File: config.mk
export PLATFORM = sky130hd
export DESIGN_NAME = mem_port_arbiter
export DESIGN_NICKNAME = d
export VERILOG_FILES = /design/src/rtl/mem_port_arbiter.sv
export SDC_FILE = /design/constraint.sdc
export NUM_CORES = 1
export LEC_CHECK = 0
export BUFFER_PORTS_ARGS = -buffer_cell sky130_fd_sc_hd__buf_4
export CAP_MARGIN = 5
export CORE_MARGIN = 4
export CORE_UTILIZATION = 43
export CTS_CLUSTER_DIAMETER = 150
export DETAILED_ROUTE_END_ITERATION = 10
export GPL_TIMING_DRIVEN = 0
export PLACE_DENSITY_LB_ADDON = 0.05
export SETUP_SLACK_MARGIN = 0.15
export SYNTH_ARGS = -nofsm -noshare
export SYNTH_HDL_FRONTEND = slang
export SYNTH_SLANG_ARGS = --single-unit
export TNS_END_PERCENT = 50
File: constraint.sdc
create_clock -name clk_i -period 4.5 [get_ports clk_i]
set_input_delay 0.45 -clock clk_i [delete_from_list [all_inputs] [get_ports clk_i]]
set_output_delay 0.45 -clock clk_i [all_outputs]
set_load 0.02 [all_outputs]
File: src/rtl/mem_port_arbiter.sv
// Arbitrates a single unified memory port between instruction fetch and data
// load/store, with request/ack sequencing, a bounded-starvation grant rule and a timeout abort.
module mem_port_arbiter #(
  parameter int unsigned       ADDR_W       = 32,
  parameter int unsigned       DATA_W       = 32,
  parameter int unsigned       TIMEOUT      = 16,
  parameter int unsigned       D_STREAK_MAX = 4,
  parameter logic [DATA_W-1:0] ERR_DATA     = 32'hDEADBEEF
) (
  input  logic              clk_i,
  input  logic              rst_i,
  input  logic              start_i,
  input  logic              if_req_i,
  input  logic [ADDR_W-1:0] if_addr_i,
  output logic [DATA_W-1:0] if_rdata_o,
  output logic              if_ack_o,
  input  logic              d_req_i,
  input  logic              d_we_i,
  input  logic [ADDR_W-1:0] d_addr_i,
  input  logic [DATA_W-1:0] d_wdata_i,
  output logic [DATA_W-1:0] d_rdata_o,
  output logic              d_ack_o,
  output logic              mem_req_o,
  output logic              mem_we_o,
  output logic [ADDR_W-1:0] mem_addr_o,
  output logic [DATA_W-1:0] mem_wdata_o,
  input  logic [DATA_W-1:0] mem_rdata_i,
  input  logic              mem_ack_i,
  output logic              stall_o,
  output logic              err_o
);

  localparam int unsigned SW = $clog2(D_STREAK_MAX + 1);
  localparam int unsigned CW = 8;

  typedef enum logic [1:0] {IDLE, BUSY, RESP} state_e;

  state_e            state_q, state_d;
  logic              own_data_q, own_data_d;
  logic [ADDR_W-1:0] addr_q, addr_d;
  logic              we_q, we_d;
  logic [DATA_W-1:0] wdata_q, wdata_d;
  logic [DATA_W-1:0] if_rdata_q, if_rdata_d;
  logic [DATA_W-1:0] d_rdata_q, d_rdata_d;
  logic [SW-1:0]     streak_q, streak_d;
  logic [CW-1:0]     cnt_q, cnt_d;
  logic              err_q, err_d;
  logic              data_wins;

  // Data has priority until it has won D_STREAK_MAX times in a row over a waiting fetch.
  assign data_wins = d_req_i && !(if_req_i && (streak_q == SW'(D_STREAK_MAX)));

  always_ff @(posedge clk_i or posedge rst_i) begin
    if (rst_i) begin
      state_q    <= IDLE;
      own_data_q <= 1'b0;
      addr_q     <= '0;
      we_q       <= 1'b0;
      wdata_q    <= '0;
      if_rdata_q <= '0;
      d_rdata_q  <= '0;
      streak_q   <= '0;
      cnt_q      <= '0;
      err_q      <= 1'b0;
    end else begin
      state_q    <= state_d;
      own_data_q <= own_data_d;
      addr_q     <= addr_d;
      we_q       <= we_d;
      wdata_q    <= wdata_d;
      if_rdata_q <= if_rdata_d;
      d_rdata_q  <= d_rdata_d;
      streak_q   <= streak_d;
      cnt_q      <= cnt_d;
      err_q      <= err_d;
    end
  end

  always_comb begin
    state_d    = state_q;
    own_data_d = own_data_q;
    addr_d     = addr_q;
    we_d       = we_q;
    wdata_d    = wdata_q;
    if_rdata_d = if_rdata_q;
    d_rdata_d  = d_rdata_q;
    streak_d   = streak_q;
    cnt_d      = '0;
    err_d      = 1'b0;
    case (state_q)
      IDLE: begin
        if (start_i && (if_req_i || d_req_i)) begin
          state_d = BUSY;
          if (data_wins) begin
            own_data_d = 1'b1;
            addr_d     = d_addr_i;
            we_d       = d_we_i;
            wdata_d    = d_wdata_i;
            if (!if_req_i)
              streak_d = '0;
            else if (streak_q != SW'(D_STREAK_MAX))
              streak_d = streak_q + SW'(1);
          end else begin
            own_data_d = 1'b0;
            addr_d     = if_addr_i;
            we_d       = 1'b0;
            wdata_d    = '0;
            streak_d   = '0;
          end
        end
      end
      BUSY: begin
        cnt_d = cnt_q + CW'(1);
        if (mem_ack_i) begin
          state_d = RESP;
          if (own_data_q) d_rdata_d = mem_rdata_i;
          else            if_rdata_d = mem_rdata_i;
        end else if (cnt_q == CW'(TIMEOUT - 1)) begin
          state_d = RESP;
          err_d   = 1'b1;
          // A timed-out store leaves the data read register untouched.
          if (!we_q) begin
            if (own_data_q) d_rdata_d = ERR_DATA;
            else            if_rdata_d = ERR_DATA;
          end
        end
      end
      RESP:    state_d = IDLE;
      default: state_d = IDLE;
    endcase
  end

  assign mem_req_o   = (state_q == BUSY) && !rst_i;
  assign mem_we_o    = we_q && (state_q == BUSY);
  assign mem_addr_o  = addr_q;
  assign mem_wdata_o = wdata_q;
  assign if_ack_o    = (state_q == RESP) && !own_data_q;
  assign d_ack_o     = (state_q == RESP) && own_data_q;
  assign if_rdata_o  = if_rdata_q;
  assign d_rdata_o   = d_rdata_q;
  assign err_o       = err_q;
  assign stall_o     = !rst_i && ((if_req_i && !if_ack_o) || (d_req_i && !d_ack_o));

endmodule
==> results.toml <==
[outcome]
status = "completed"

[timing]
finalHoldViolations = 0
maxSlewHeadroom_pct = 57.7
hold_ws_ns = 0.251
fmax_mhz = 387
finalCritPeriodShare_pct = 57.4
worst_pin_slew_ns = 0.632
setup_viol = 0
finalMaxSlewViolations = 0
min_period_ns = 2.58
fin_worst_skew_ns = 0.00746
grt_setup_unrepaired = "no"

[detailed_routing]
dr_total_vias = 5805
wl_met3_um = 1610
wl_met1_um = 7780
drtIter0Drc = 341
remaining_drc_errors = 0
dr.pass1.iters = 5
drt.antenna.violating_nets = 0
avgRoutedWirePerCell_um = 17.3
highest_layer = "met4"
wl_met2_um = 9730
via_per_inst = 5.16
routed_wl_um = 19400

[clock_network]
clock-sinks = 144
clk_pin_slew_worst_paths_ns = 0.06
ctsHtreeMaxLevel = 4
post_cts_buffers = 0
clk_latency_ns = 0.41
numCtsBuffers = 17
cts_buffer_depth = 2
cts_resized = 0
cts_tree = "built"
root_buffer = "clkbuf_16"

[power_and_ir_drop]
ir_drop_v = 0.000320
p_switching_w = 0.00173
power_frac_seq_pct = 37.2
power.density_nw_per_um2 = 531
p_clk_share_pct = 28.1
p_sw_share_pct = 34.9
combPwrFrac_pct = 34.7
power_leakage_nw = 4.48
p_int_w = 0.00323

[floorplanning]
dieArea_um2 = 17000
core_area_um2 = 14600
die_w_um = 130
die_h_um = 130
initial_core_util_pct = 44.1
ios = 269
std_cell_rows = 44

[yosys]
synth.distinct_cells = 35
yosysWarnings = 0
ys_seq_area_share_pct = 56.0
syn_area_um2 = 6430
synthCells = 637
synth-seq-cells = 144
syn-num-nets = 775
syn_area_per_cell_um2 = 10.1

[placement]
port_buffers = 267
hpwl_um = 14700
place_area_um2 = 8750
gp_congestion = 0.800

[global_route]
grt_start_max_net_pins = 42
grt_overflow = 0
track_usage_pct = 22.9
first_global_vias = 5998
grt_pass1_wl_um = 30300
antenna_found_initial = 0

[critical_path]
critPathRequiredTime_ns = 4.05
crit_chain = "dlygate4sd3_1 > buf_4 > clkinvlp_4 > buf_12 > buf_12 > and2_1 > buf_4"
crit_family = "buffers and inverters"
worstPathArrival_ns = 2.13
critical_path.max_fanout = 37
worstSetupStartpointType = "input pin"
critical_path.slowest_cell = "dlygate4sd3_1"
cp_slowest_stage_delay_ns = 0.53
path_buf_inv = 6
worst_setup_path_end_kind = "output port"
crit_type = "input pin to output port"

[cells_and_area]
diodes = 0
fill_cells = 1216
multiInputGateArea_um2 = 2560
drive_above_1_share_pct = 35.7
layout.nets = 1066
syn_to_final_growth_pct = 45.3
regArea_um2 = 3600
finalInstanceArea_um2 = 9340

[run]
cap_violations = 0

[hold_path]
hold_class = "input pin to register"
-- power by group through the flow --
stage          registers [W]  clock network (W)  logic [W]
2_1_floorplan        0.00219                  0   0.000594
3_3_place_gp         0.00184                  0    0.00170
3_5_place_dp         0.00186                  0    0.00174
4_1_cts              0.00184            0.00142    0.00174
5_1_grt              0.00189            0.00148    0.00185
6_report             0.00185            0.00139    0.00172
-- through the flow --
step                      worst slack [ns]  util [%]  power [W]  TNS (ns)  instances
after detailed placement              2.38      60.0    0.00360         0       1092
after CTS                             1.86      64.0    0.00500         0       1125
after global routing                  1.76      64.0    0.00522         0       1125
after global placement              -0.114      59.4    0.00355    -0.114       1088
after floorplan                       1.00         -    0.00279         0        637
final                                 1.92      64.0    0.00496         0       1125
-- synthesized netlist by cell type (all sizes together) --
library cell	number	area, um2
o2bb2ai	16	140
nor3b	1	7.51
xor2	2	17.5
or3	2	12.5
a22o	33	289
buf	10	100
nor2	61	229
a21o	1	7.51
o31ai	1	7.51
dfrtp	144	3600
nand2b	26	163
nand3	4	20.0
o211a	1	10.0
o211ai	1	7.51
nor4	1	6.26
a2bb2oi	48	546
nor3	2	15.0
clkbuf	36	135
inv	7	26.3
a21oi	83	415
o22ai	2	12.5
or4	1	11.3
o21ai	4	20.0
or2	1	8.76
and3b	1	8.76
ha	3	37.5
nand2	136	510
xnor2	2	17.5
a211oi	1	7.51
nor2b	1	6.26
and2	5	31.3
-- cells in the final DEF (no fill, tap or decap), types with 5 or more instances in the layout --
master,instances
buf_4,269
dfrtp_1,144
nand2_1,136
a21oi_1,83
nor2_1,61
clkbuf_1,37
a22o_1,33
a2bb2oi_1,28
nand2b_1,26
a2bb2oi_2,20
clkbuf_16,17
o2bb2ai_1,16
buf_12,7
inv_1,6
clkinv_2,6
buf_2,5
and2_1,5
-- final timing paths --
path	startpoint	endpoint	slack, ns	cells past startpoint
min in group asynchronous	rst_i	d_rdata_o[23]$_DFFE_PP0P_	0.54	3
hold reg to reg	cnt_q[0]$_DFF_PP0_	cnt_q[0]$_DFF_PP0_	0.46	1
max in group asynchronous	rst_i	if_rdata_o[5]$_DFFE_PP0P_	3.23	5
setup reg to reg	streak_q[0]$_DFFE_PP0P_	mem_wdata_o[14]$_DFFE_PP0P_	2.51	7
setup / recovery	rst_i	stall_o	1.92	7
hold / removal	d_wdata_i[6]	mem_wdata_o[6]$_DFFE_PP0P_	0.25	2
-- sequential cells by signal, summed over array words and instances (netlist names), 2 cells and up --
| name | flops |
|---|---|
| cnt_q | 8 |
| d_rdata_o | 32 |
| if_rdata_o | 32 |
| mem_addr_o | 32 |
| mem_wdata_o | 32 |
| state_q | 2 |
| streak_q | 3 |
-- cell type report --
class	count	area share (%)
buffer	46	2.52
inverter	7	0.321
timing repair buffer	272	22.4
clock inverter	11	1.21
multi-input combinational	440	27.5
sequential	144	38.6
tap	184	2.46
clock buffer	21	5.04
-- timing repair --
item / 4_1_cts / 5_1_grt
endpoints found under the setup margin: 0 / 0
endpoints found under the hold margin: 8 / 0
hold buffers: 1 / 0
-- routing by layer --
layer | up-vias | global-route usage, %
met2 | 206 | 38.4
li1 | 2778 | -
met5 | - | 0
met1 | 2799 | 27.8
met4 | 0 | 7.21
met3 | 22 | 7.86
-- worst register-to-register path: stages (launching register included) --
cell      delay (ns)
dfrtp_1         0.39
inv_1           0.07
ha_1            0.22
nand3_1         0.10
nand2_1         0.16
nor2_1          0.39
clkbuf_1        0.40
a22o_1          0.20
-- cell families after synthesis --
group,count (synthesis),share of synthesized area [%]
AO/OA/AOI/OAI,191,22.7
XOR/XNOR,4,0.545
flip-flops,144,56.0
AND/OR/NAND/NOR,242,16.0
buffers and inverters,53,4.07
adder cells (fa/ha/maj),3,0.584
No activity file was read; power rests on OpenSTA's default activity.
